File: src/rtl/conv_win_ctrl_if.sv
// conv_win_ctrl_if: stream/control bundle between the window controller and
// its surroundings (weight source, pixel source, result sink, frame control).
//   master : the environment side (drives start/abort, weights, pixels, res_ready)
//   slave  : the controller side (drives ready signals, results, busy/done)
interface conv_win_ctrl_if;
    logic        start;
    logic        abort;
    logic        wt_valid;
    logic [7:0]  wt_data;
    logic        wt_ready;
    logic        pix_valid;
    logic [7:0]  pix_data;
    logic        pix_ready;
    logic        res_valid;
    logic [15:0] res_data;
    logic        res_last;
    logic        res_ready;
    logic        busy;
    logic        done;

    modport master (
        output start, abort, wt_valid, wt_data, pix_valid, pix_data, res_ready,
        input  wt_ready, pix_ready, res_valid, res_data, res_last, busy, done
    );

    modport slave (
        input  start, abort, wt_valid, wt_data, pix_valid, pix_data, res_ready,
        output wt_ready, pix_ready, res_valid, res_data, res_last, busy, done
    );
endinterface

File: src/rtl/conv_win_ctrl.sv
// conv_win_ctrl: sequences one conv_eng instance over a raster image.
// Loads 9 weights, streams pixels through two line buffers, forms each 3x3
// window, pulses the engine enable and returns engine results via valid/ready.
// Ports:
//   clk, rstn_   : clock, asynchronous active-low reset
//   bus          : control / weight / pixel / result streams (slave side)
//   eng_nums     : 3x3 window to the engine, byte i = row*3 + col
//   eng_weights  : weights to the engine, byte k = k-th weight loaded
//   eng_en       : engine enable, same cycle as the accepting pixel
//   eng_result   : engine result, registered by the engine on eng_en
module conv_win_ctrl #(
    parameter int unsigned IMG_W = 8,
    parameter int unsigned IMG_H = 8
) (
    input  logic             clk,
    input  logic             rstn_,
    conv_win_ctrl_if.slave   bus,
    output logic [71:0]      eng_nums,
    output logic [71:0]      eng_weights,
    output logic             eng_en,
    input  logic [15:0]      eng_result
);

    localparam int unsigned XW     = (IMG_W > 1) ? $clog2(IMG_W) : 1;
    localparam int unsigned YW     = (IMG_H > 1) ? $clog2(IMG_H) : 1;
    localparam logic [XW-1:0] X_LAST = XW'(IMG_W - 1);
    localparam logic [YW-1:0] Y_LAST = YW'(IMG_H - 1);

    typedef enum logic [2:0] {
        S_IDLE   = 3'd0,
        S_LOAD_W = 3'd1,
        S_RUN    = 3'd2,
        S_DRAIN  = 3'd3,
        S_DONE   = 3'd4
    } state_e;

    state_e          state_q, state_d;
    logic [XW-1:0]   x_q;
    logic [YW-1:0]   y_q;
    logic [3:0]      wcnt_q;
    logic            res_valid_q, res_valid_d;
    logic            res_last_q, res_last_d;
    logic            wt_fire, pix_fire, frame_end;

    logic [7:0]      lb1_q [IMG_W];   // row y-1
    logic [7:0]      lb2_q [IMG_W];   // row y-2
    logic [7:0]      col1_q [3];      // column x-1, per window row
    logic [7:0]      col0_q [3];      // column x-2, per window row
    logic [7:0]      cur_c [3];       // column x, straight from buffers/input

    assign wt_fire   = bus.wt_valid & bus.wt_ready;
    assign pix_fire  = bus.pix_valid & bus.pix_ready;
    assign frame_end = (x_q == X_LAST) && (y_q == Y_LAST);
    assign eng_en    = pix_fire && (x_q >= XW'(2)) && (y_q >= YW'(2));

    // State register
    always_ff @(posedge clk or negedge rstn_) begin
        if (!rstn_) state_q <= S_IDLE;
        else        state_q <= state_d;
    end

    // Next-state logic; abort overrides every transition
    always_comb begin
        state_d = state_q;
        if (bus.abort) begin
            state_d = S_IDLE;
        end else begin
            case (state_q)
                S_IDLE:   if (bus.start)                 state_d = S_LOAD_W;
                S_LOAD_W: if (wt_fire && wcnt_q == 4'd8) state_d = S_RUN;
                S_RUN:    if (pix_fire && frame_end)     state_d = S_DRAIN;
                S_DRAIN:  if (!res_valid_q)              state_d = S_DONE;
                S_DONE:                                  state_d = S_IDLE;
                default:                                 state_d = S_IDLE;
            endcase
        end
    end

    // State-decoded outputs
    always_comb begin
        bus.wt_ready  = 1'b0;
        bus.pix_ready = 1'b0;
        bus.busy      = 1'b0;
        bus.done      = 1'b0;
        bus.wt_ready  = (state_q == S_LOAD_W);
        bus.pix_ready = (state_q == S_RUN) && (!res_valid_q || bus.res_ready);
        bus.busy      = (state_q != S_IDLE);
        bus.done      = (state_q == S_DONE);
    end

    // Result handshake: a result appears the cycle after eng_en and is held until taken
    always_comb begin
        res_valid_d = res_valid_q;
        res_last_d  = res_last_q;
        if (bus.abort) begin
            res_valid_d = 1'b0;
            res_last_d  = 1'b0;
        end else if (eng_en) begin
            res_valid_d = 1'b1;
            res_last_d  = frame_end;
        end else if (bus.res_ready) begin
            res_valid_d = 1'b0;
            res_last_d  = 1'b0;
        end
    end

    assign bus.res_valid = res_valid_q;
    assign bus.res_last  = res_last_q;
    assign bus.res_data  = eng_result;

    // Counters, weight slots and result flags
    always_ff @(posedge clk or negedge rstn_) begin
        if (!rstn_) begin
            x_q         <= '0;
            y_q         <= '0;
            wcnt_q      <= '0;
            eng_weights <= '0;
            res_valid_q <= 1'b0;
            res_last_q  <= 1'b0;
        end else begin
            res_valid_q <= res_valid_d;
            res_last_q  <= res_last_d;
            if (state_q == S_IDLE && bus.start && !bus.abort) begin
                x_q    <= '0;
                y_q    <= '0;
                wcnt_q <= '0;
            end
            if (wt_fire) begin
                eng_weights[{wcnt_q, 3'b000} +: 8] <= bus.wt_data;
                wcnt_q <= wcnt_q + 4'd1;
            end
            if (pix_fire) begin
                if (x_q == X_LAST) begin
                    x_q <= '0;
                    y_q <= y_q + YW'(1);
                end else begin
                    x_q <= x_q + XW'(1);
                end
            end
        end
    end

    // Line buffers and window column shift registers (contents don't-care at reset)
    always_ff @(posedge clk) begin
        if (pix_fire) begin
            lb2_q[x_q] <= lb1_q[x_q];
            lb1_q[x_q] <= bus.pix_data;
            for (int r = 0; r < 3; r++) begin
                col1_q[r] <= cur_c[r];
                col0_q[r] <= col1_q[r];
            end
        end
    end

    // Window assembly: row 0 is the oldest line, column 2 is the incoming pixel's column
    always_comb begin
        cur_c[0] = lb2_q[x_q];
        cur_c[1] = lb1_q[x_q];
        cur_c[2] = bus.pix_data;
        eng_nums = '0;
        for (int r = 0; r < 3; r++) begin
            eng_nums[8*(3*r + 0) +: 8] = col0_q[r];
            eng_nums[8*(3*r + 1) +: 8] = col1_q[r];
            eng_nums[8*(3*r + 2) +: 8] = cur_c[r];
        end
    end

endmodule

File: src/flat_wrapper.sv
// flat-port wrapper written by rule: the top's interface ports become plain ports
module conv_win_ctrl_flat 
#(
    parameter int unsigned IMG_W = 8,
    parameter int unsigned IMG_H = 8
)
  (clk, rstn_, eng_nums, eng_weights, eng_en, eng_result, bus_start, bus_abort, bus_wt_valid, bus_wt_data, bus_pix_valid, bus_pix_data, bus_res_ready, bus_wt_ready, bus_pix_ready, bus_res_valid, bus_res_data, bus_res_last, bus_busy, bus_done);
  conv_win_ctrl_if bus_i ();
  input  logic clk;
  input  logic rstn_;
  output logic [71:0] eng_nums;
  output logic [71:0] eng_weights;
  output logic eng_en;
  input  logic [15:0] eng_result;
  input wire logic [$bits(bus_i.start)-1:0] bus_start;
  input wire logic [$bits(bus_i.abort)-1:0] bus_abort;
  input wire logic [$bits(bus_i.wt_valid)-1:0] bus_wt_valid;
  input wire logic [$bits(bus_i.wt_data)-1:0] bus_wt_data;
  input wire logic [$bits(bus_i.pix_valid)-1:0] bus_pix_valid;
  input wire logic [$bits(bus_i.pix_data)-1:0] bus_pix_data;
  input wire logic [$bits(bus_i.res_ready)-1:0] bus_res_ready;
  output wire logic [$bits(bus_i.wt_ready)-1:0] bus_wt_ready;
  output wire logic [$bits(bus_i.pix_ready)-1:0] bus_pix_ready;
  output wire logic [$bits(bus_i.res_valid)-1:0] bus_res_valid;
  output wire logic [$bits(bus_i.res_data)-1:0] bus_res_data;
  output wire logic [$bits(bus_i.res_last)-1:0] bus_res_last;
  output wire logic [$bits(bus_i.busy)-1:0] bus_busy;
  output wire logic [$bits(bus_i.done)-1:0] bus_done;
  assign bus_i.start = bus_start;
  assign bus_i.abort = bus_abort;
  assign bus_i.wt_valid = bus_wt_valid;
  assign bus_i.wt_data = bus_wt_data;
  assign bus_i.pix_valid = bus_pix_valid;
  assign bus_i.pix_data = bus_pix_data;
  assign bus_i.res_ready = bus_res_ready;
  assign bus_wt_ready = bus_i.wt_ready;
  assign bus_pix_ready = bus_i.pix_ready;
  assign bus_res_valid = bus_i.res_valid;
  assign bus_res_data = bus_i.res_data;
  assign bus_res_last = bus_i.res_last;
  assign bus_busy = bus_i.busy;
  assign bus_done = bus_i.done;
  conv_win_ctrl #(.IMG_W(IMG_W), .IMG_H(IMG_H)) u_core (.clk(clk), .rstn_(rstn_), .bus(bus_i), .eng_nums(eng_nums), .eng_weights(eng_weights), .eng_en(eng_en), .eng_result(eng_result));
endmodule
File: config.mk
export PLATFORM = sky130hd
export DESIGN_NAME = conv_win_ctrl_flat
export DESIGN_NICKNAME = d
export VERILOG_FILES = /design/src/rtl/conv_win_ctrl_if.sv /design/src/rtl/conv_win_ctrl.sv /design/src/flat_wrapper.sv
export SDC_FILE = /design/constraint.sdc
export NUM_CORES = 1
export LEC_CHECK = 0
export BUFFER_PORTS_ARGS = -buffer_cell sky130_fd_sc_hd__buf_2
export CAP_MARGIN = 20
export CORE_AREA = 3 3 157 159
export DETAILED_ROUTE_END_ITERATION = 16
export DIE_AREA = 0 0 160 162
export PLACE_DENSITY = 0.73
export SLEW_MARGIN = 20
export SYNTH_ARGS = -nofsm -noshare
export SYNTH_HDL_FRONTEND = slang
export SYNTH_SLANG_ARGS = --single-unit
File: constraint.sdc
create_clock -name clk -period 5.1 [get_ports clk]
set_clock_uncertainty 0.15 [all_clocks]
set_input_delay 1.53 -clock clk [delete_from_list [all_inputs] [get_ports clk]]
set_output_delay 1.53 -clock clk [all_outputs]
set_load 0.05 [all_outputs]
==> results of run 1 <==
## per-stage QoR
step | instance area (sq um) | setup WS [ns] | hold WS [ns] | power (mW) | util, %
2_1_floorplan | 10500 | 0.00518 | 0.302 | 3.11 | -
3_3_place_gp | 11600 | 1.04 | 0.273 | 3.28 | 49.6
3_5_place_dp | 11600 | 0.988 | 0.276 | 3.30 | 49.7
4_1_cts | 12400 | 0.459 | 0.291 | 5.07 | 53.1
5_1_grt | 12400 | 0.254 | 0.310 | 5.21 | 53.1
6_report | 12400 | 0.464 | 0.291 | 5.02 | 53.1
## worst paths after layout
| path | start | to | slack, ns | depth (start not counted) |
|---|---|---|---|---|
| max | u_core.x_q[1] | eng_nums[45] | 0.46 | 5 |
| min | u_core.col1_q[0][19] | u_core.col0_q[0][19] | 0.29 | 0 |
| max reg2reg | u_core.state_q[0] | u_core.y_q[2] | 2.08 | 6 |
| min reg2reg | u_core.col1_q[0][19] | u_core.col0_q[0][19] | 0.29 | 0 |
| max in group asynchronous | rstn_ | u_core.x_q[2] | 3.33 | 1 |
| min in group asynchronous | rstn_ | u_core.bus.res_last | 0.90 | 1 |
## state kept, by name, indices dropped and copies added, names as in the netlist
signal,count
u_core.col0_q,24
u_core.eng_weights,72
u_core.state_q,3
u_core.x_q,3
u_core.bus.res_valid,1
u_core.wcnt_q,4
u_core.y_q,3
u_core.lb2_q,64
u_core.bus.res_last,1
u_core.col1_q,24
u_core.lb1_q,64
## cell usage in the layout, fill, tap and decap left out, types with 6 or more instances in the layout
cell type	count
mux2i_1	8
mux2_2	43
o31ai_1	19
and2_1	6
mux2_4	8
a21oi_1	6
inv_1	8
nand2_1	57
a22oi_1	7
clkbuf_16	26
buf_2	172
edfxtp_1	176
clkbuf_1	7
nor2b_1	13
mux4_2	16
buf_4	15
nor2_1	17
o21ai_0	52
nand3_1	16
a221oi_1	8
ha_1	8
dfrtp_1	85
## cell families after synthesis
family	count (synthesis)
muxes	75
and+or+nand+nor	145
buffers and inverters	69
AOI/OAI and AO/OA	122
DFF	263
xor gates and xnor gates	1
adders and majority gates	8
## cells in the mapped netlist (all sizes together) (7+ instances only)
| master | n |
|---|---|
| a221oi | 8 |
| a22oi | 7 |
| a21oi | 7 |
| nor2b | 13 |
| mux4 | 16 |
| nand3 | 16 |
| edfxtp | 176 |
| mux2 | 51 |
| nor2 | 19 |
| inv | 9 |
| mux2i | 8 |
| nand2 | 57 |
| nor3 | 8 |
| clkbuf | 19 |
| buf | 41 |
| o21ai | 57 |
| dfrtp | 87 |
| ha | 8 |
| o31ai | 19 |
## per-layer routing
metal / up-vias / global-route usage, %
met5: - / 0
met4: 0 / 4.77
met3: 36 / 3.14
met2: 194 / 29.8
met1: 3161 / 23.9
li1: 2885 / -
## final cells by class
cell class,count,area [sq um],share of cell area (%)
well taps,319,399,3.21
flip-flops and latches,263,7460,60.1
clock inverters,11,75.1,0.604
clock buffers,36,718,5.78
repair buffers,188,985,7.93
inverters,9,33.8,0.272
multi-input cells,351,2750,22.1
## power by group through the flow
stage	sequential (mW)	combinational, mW	clock (mW)
after detailed placement	2.47	0.831	0
after global placement	2.46	0.813	0
after floorplan	2.77	0.340	0
after CTS	2.43	0.833	1.81
after global routing	2.44	0.872	1.90
final	2.43	0.826	1.77
==> summary.txt, run 1 <==
Floorplanning
  • DIE WIDTH: 160 um
  • Die Y: 162 um
  • Core Region: 23400 sq um
  • DIE AREA: 25900 sq um
  • Rows: 56
  • Starting Density: 45.0%
  • I/O pin count: 206

Global routing
  • Largest net degree at the start of global routing: 88
  • GRT Residual Overflow: 0
  • Initial antenna violation count: 0
  • Total GRT Usage: 17.7%
  • First-pass GRT wire length: 36100 um
  • Number of global-route vias before repair: 6158

Timing
  • Slew @ Worst Pin: 0.946 ns
  • FMAX: 0.216 GHz
  • Unrepaired setup endpoints after global routing: no
  • Final Setup Violations: 0
  • Crit path time final: 4.64 ns
  • Slew Limit Headroom: 36.6%
  • Crit share post-route: 90.9%
  • Slew Viols, Final: 0
  • TNS Setup: 0 ns
  • Final Hold Viols: 0

Pwr
  • Clock power frac: 35.2%
  • Switching power share of the total: 29.0%
  • P_sw: 1.46 mW
  • Pwr Density: 404 nW/um^2
  • Logic pwr share: 16.5%
  • Static Leak: 4.99 nW
  • Maximum vdd drop: 0.000274 V
  • Cell Int Power: 3.56 mW
  • Reg power frac: 48.4%

Worst setup path
  • Kind of critical path: flip-flop to output port
  • Critical Path Slowest Stage Cell: dfrtp_2
  • Startpoint types: flip-flop
  • CP arrival: 2.96 ns
  • Crit end category: output port
  • Most used cell, CP: nand2_1
  • Slowest stage delay, CP: 0.94 ns
  • Required @ worst endpoint: 3.42 ns
  • Crit path max fanout: 41
  • Worst Path Buf+Inv: 2
  • CP delay by family, top: flip-flops
  • Cells along the critical path: buf_4 > mux4_2 > nand2_1 > nand2_1 > buf_2

Clock network
  • Num CTS Buffers: 26
  • # resized after CTS: 0
  • Clock latency on the worst-skew pair: 0.53 ns
  • H-tree depth: 1
  • CTS Root Cell: clkbuf_16
  • CTS Hold Bufs: 0
  • Clk slew on worst S/H paths: 0.06 ns
  • # Post-CTS Setup Buffers: 0
  • CTS tree: done
  • Clock sink total: 263
  • Clock Path Buffers: 3

Placed design
  • Detail Placement HPWL: 14900 um
  • GPL Wtd Cong: 0.785
  • Inst Count DP: 1130
  • Number of I/O port buffers: 173

Yosys
  • Seq cells post-synth: 263
  • Simple-gate share of the synthesized area: 7.25%
  • Syn nets: 730
  • Mapped Area: 10500 sq um
  • Adder-cell share of the synthesized area: 0.951%
  • Post-synthesis compound-gate area fraction: 7.43%
  • Area leader, netlist: edfxtp_1
  • Synthesized instance count: 683
  • Number of synthesized flops with an enable pin: 176
  • Avg Cell Area, Syn: 15.4 sq um
  • Syn. warnings: 0
  • Synth area leaders: edfxtp_1 (50%), dfrtp_1 (21%), mux2_2 (4.6%)
  • Post-synth top area share: 50.2%
  • Largest family of logic cells by synthesized area: multiplexers
  • Post-Synth XOR/XNOR Area: 0.0832%
  • Register area share after synthesis: 70.9%
  • Asr flop ratio synth: 33.1%
  • Leading register cell type out of synthesis: edfxtp_1
  • Distinct cell type count after synthesis: 52
  • Multiplexer share of the synthesized area: 9.92%

Drt
  • WL per Instance: 19.7 um
  • DRC viols: 0
  • Final ANT Viol Nets: 0
  • Router iterations before antenna repair: 5
  • Via-to-Cell Ratio: 5.33
  • Top Metal Used: met4
  • Iter 0 DRT Violations: 488
  • WL met3: 1330 um
  • Via count: 6276
  • Met1 WL: 9910 um
  • Metal2 WL: 11500 um
  • Routed wire length: 23200 um

Finish
  • Area growth, synth to finish: 18.0%
  • Layout cells sized above 1: 36.4%
  • Final cell count without fillers: 1177
  • Antenna cell count: 0
  • # nets final: 886
  • Filler cell count: 1937

Status
  • Outcome: finished, final reports clean

Worst hold path
  • HP Class: flip-flop to flip-flop

Flow run
  • Number of max-cap violations: 0
Note: power is estimated with default switching activity, not from simulation.
==> inputs of run 2 (changes only) <==
- ABC_AREA: default -> 1
- CORE_AREA: 3 3 157 159 -> 3 3 145 147
- DIE_AREA: 0 0 160 162 -> 0 0 148 150
- PLACE_DENSITY: 0.73 -> 0.84
==> run 2 against run 1 <==
  * Core utilization increased by 10 points
  * Fmax up 2.5%
  * Sequential share of layout area decreased by 1.2 points
  * Largest cell class unchanged
  * Global-route usage grew 3.5 points
  * Power increased by 51%
  * Highest routed layer unchanged
==> summary.txt, run 2 <==
Yosys
  • Number of synthesized flops with an enable pin: 176 (unchanged)
  • Register area share after synthesis: 68.6% (-2.3 points)
  • Most common cell in the synthesized netlist: nand2_1
  • Distinct cell type count after synthesis: 34 (-35%)
  • Seq cells post-synth: 263 (unchanged)
  • Synth top cells by count: nand2_1 (310), edfxtp_1 (176), dfrtp_1 (87)
  • Synth area leaders: edfxtp_1 (49%), dfrtp_1 (20%), nand2_1 (11%)
  • Syn nets: 995 (+36%)
  • Post-synth top area share: 48.6% (-1.6 points)
  • Area leader, netlist: edfxtp_1
  • Asr flop ratio synth: 33.1% (unchanged)
  • Mapped Area: 10900 sq um (+3.4%)
  • Synthesized instance count: 948 (+39%)
  • Avg Cell Area, Syn: 11.5 sq um (-26%)
  • Leading register cell type out of synthesis: edfxtp_1
  • Syn. warnings: 0 (unchanged)

Finish
  • Final cell count without fillers: 1389 (+18%)
  • Largest regs: u_core.eng_weights (72), u_core.lb1_q (64), u_core.lb2_q (64)
  • Area growth, synth to finish: 16.5%
  • # nets final: 1146 (+29%)
  • Filler cell count: 1523 (-21%)
  • Layout cells sized above 1: 26.2% (-10 points)
  • Largest Register: u_core.eng_weights
  • Area of the multi-input gates: 2950 sq um (+7.3%)
  • Final core occ: 63.3% (+10 points)
  • Max reg flops: 72 (unchanged)
  • Most frequent cells in the layout: nand2_1 (310), edfxtp_1 (176), buf_2 (172), dfrtp_1 (86), a21oi_1 (66)
  • Finished layout cell area: 12700 sq um (+2.1%)
  • Commonest non-fill, non-tap cell in the layout: nand2_1
  • Register area: 7460 sq um (about the same)
  • Antenna cell count: 0 (unchanged)

Status
  • Outcome: finished, final reports clean

Timing
  • Slew @ Worst Pin: 0.951 ns (+0.00472 ns)
  • Unrepaired setup endpoints after global routing: no
  • Crit path time final: 4.52 ns (-0.112 ns)
  • Final Hold Viols: 0 (unchanged)
  • Final setup margin: 0.576 ns (+0.112 ns)
  • FMAX: 0.221 GHz (+2.5%)
  • Slew Viols, Final: 0 (unchanged)
  • Slew Limit Headroom: 36.1% (-0.55 points)
  • Final Setup Violations: 0 (unchanged)
  • Crit share post-route: 88.7% (-2.2 points)

Drt
  • DRC viols: 0 (unchanged)
  • Routed wire length: 24400 um (+5.3%)
  • Final ANT Viol Nets: 0 (unchanged)
  • Via count: 7637 (+22%)
  • Via-to-Cell Ratio: 5.50 (+3.1%)
  • WL per Instance: 17.6 um (-11%)
  • Iter 0 DRT Violations: 789 (+62%)
  • Router iterations before antenna repair: 6 (+1)

Pwr
  • Logic pwr share: 38.2% (+22 points)
  • Pwr Density: 600 nW/um^2 (+48%)
  • Reg power frac: 37.6% (-11 points)
  • Static Leak: 5.49 nW (+10%)
  • Cell Int Power: 4.35 mW (+22%)
  • Clock power frac: 24.2% (-11 points)
  • Maximum vdd drop: 0.000434 V (+58%)
  • P_sw: 3.25 mW (+120%)
  • Switching power share of the total: 42.8% (+14 points)

Clock network
  • Clk slew on worst S/H paths: 0.06 ns (about the same)
  • Clock latency on the worst-skew pair: 0.52 ns (about the same)
  • CTS Hold Bufs: 0 (unchanged)
  • Num CTS Buffers: 26 (unchanged)
  • # resized after CTS: 0 (unchanged)
  • # Post-CTS Setup Buffers: 0 (unchanged)
  • Clock Path Buffers: 3 (unchanged)
  • CTS tree: done
  • Clock sink total: 263 (unchanged)
  • CTS Root Cell: clkbuf_16
  • H-tree depth: 1 (unchanged)

Worst setup path
  • Critical Path Slowest Stage Cell: inv_2
  • Most used cell, CP: nand2_1
  • Flop-to-flop setup slack: 1.95 ns (-0.13 ns)
  • Cells along the critical path: inv_2 > buf_4 > nand2_1 > a21oi_1 > o21ai_0 > nand2_1 > buf_2
  • Kind of critical path: flip-flop to output port
  • Worst r2r path cells: 9 (+3)
  • Required @ worst endpoint: 3.42 ns (about the same)
  • Reg2reg end: u_core.eng_weights[43]
  • Crit end category: output port
  • Crit path max fanout: 36 (-12%)
  • RR Startpoint: u_core.wcnt_q[0]
  • CP delay by family, top: buffers and inverters
  • Startpoint types: flip-flop
  • CP arrival: 2.84 ns (-0.12 ns)
  • Worst Path Buf+Inv: 3 (+1)
  • Slowest stage delay, CP: 0.48 ns (-0.46 ns)

Floorplanning
  • Starting Density: 54.3% (+9.3 points)
  • Core Region: 20000 sq um (-14%)
  • DIE AREA: 22200 sq um (-14%)
  • DIE WIDTH: 148 um (-7.5%)
  • Die Y: 150 um (-7.4%)
  • Rows: 52 (-7.1%)
  • I/O pin count: 206 (unchanged)

Global routing
  • Most used routing layer: met2
  • Number of global-route vias before repair: 7242 (+18%)
  • First-pass GRT wire length: 37500 um (+3.9%)
  • GRT Residual Overflow: 0 (unchanged)
  • Met2 usage: 35.8% (+6.0 points)
  • GR Util met3: 3.82% (+0.68 points)
  • Total GRT Usage: 21.1% (+3.5 points)
  • Largest net degree at the start of global routing: 88 (unchanged)
  • GR Util met1: 27.0% (+3.1 points)
  • Initial antenna violation count: 0 (unchanged)

Placed design
  • Place WS: 1.05 ns (+0.0660 ns)
  • Area after DPL: 11800 sq um (+1.8%)
  • Detail Placement HPWL: 15200 um (+2.1%)
  • Inst Count DP: 1341 (+19%)
  • GPL Wtd Cong: 0.868 (+11%)
  • Number of I/O port buffers: 173 (unchanged)

Worst hold path
  • Hold Path Stages: 0 (unchanged)
  • Hold Path Origin: u_core.col1_q[0][19]
  • Worst Hold End: u_core.col0_q[0][19]
  • HP Class: flip-flop to flip-flop

Flow run
  • Number of max-cap violations: 0 (unchanged)
run 2: power groups by stage:
stage,sequential [mW],clock (mW),combinational [mW]
floorplan,3.56,0,1.56
global placement,2.89,0,2.84
detailed placement,2.90,0,2.89
CTS,2.86,1.87,2.90
global route,2.89,1.95,3.11
finish,2.86,1.84,2.90
run 2: worst max-delay path by stage:
stage / from / to / slack (ns) / cells after the start
2_1_floorplan: bus_res_ready / eng_en / -0.04 / 4
3_3_place_gp: bus_res_ready / eng_en / 1.10 / 6
3_5_place_dp: bus_res_ready / eng_en / 1.05 / 6
4_1_cts: u_core.x_q[0] / eng_nums[40] / 0.58 / 7
5_1_grt: u_core.x_q[0] / eng_nums[40] / 0.38 / 7
6_report: u_core.x_q[0] / eng_nums[40] / 0.58 / 7
run 2: layout make-up:
class,instances,area share (%)
Tap cell,270,2.66
Clock buffer,42,6.12
Sequential cell,263,58.9
Clock inverter,6,0.464
Inverter,26,0.799
Multi-Input combinational cell,593,23.3
Timing Repair Buffer,189,7.83
run 2: cells by family after synthesis:
family                     Yosys count  synth area share, %
and+or+nand+nor                    462                 19.3
DFF                                263                 68.6
AOI/OAI and AO/OA                  122                 6.22
buffers and inverters               92                 4.90
adders and majority gates            8                0.920
xor gates and xnor gates             1               0.0805
run 2: worst register-to-register path, cell delays in order, from the launching register on:
cell	delay, ns
dfrtp_1	0.85
inv_2	0.17
ha_1	0.30
inv_1	0.07
nand2_1	0.09
nand2_1	0.66
inv_1	0.18
nor2_4	0.38
nand2_1	0.14
nand2_1	0.09
run 2: stage by stage:
| stage | TNS, ns | total power, mW | hold WS (ns) |
|---|---|---|---|
| final | 0 | 7.60 | 0.292 |
| after global routing | 0 | 7.95 | 0.307 |
| after CTS | 0 | 7.63 | 0.290 |
| after floorplan | -0.0366 | 5.11 | 0.305 |
| after detailed placement | 0 | 5.78 | 0.277 |
| after global placement | 0 | 5.72 | 0.273 |
run 2: layer usage:
metal,vias up,share of wire [%]
met5,-,0
met4,0,3.5
met3,71,7.7
met2,333,49
met1,3678,40
li1,3555,-
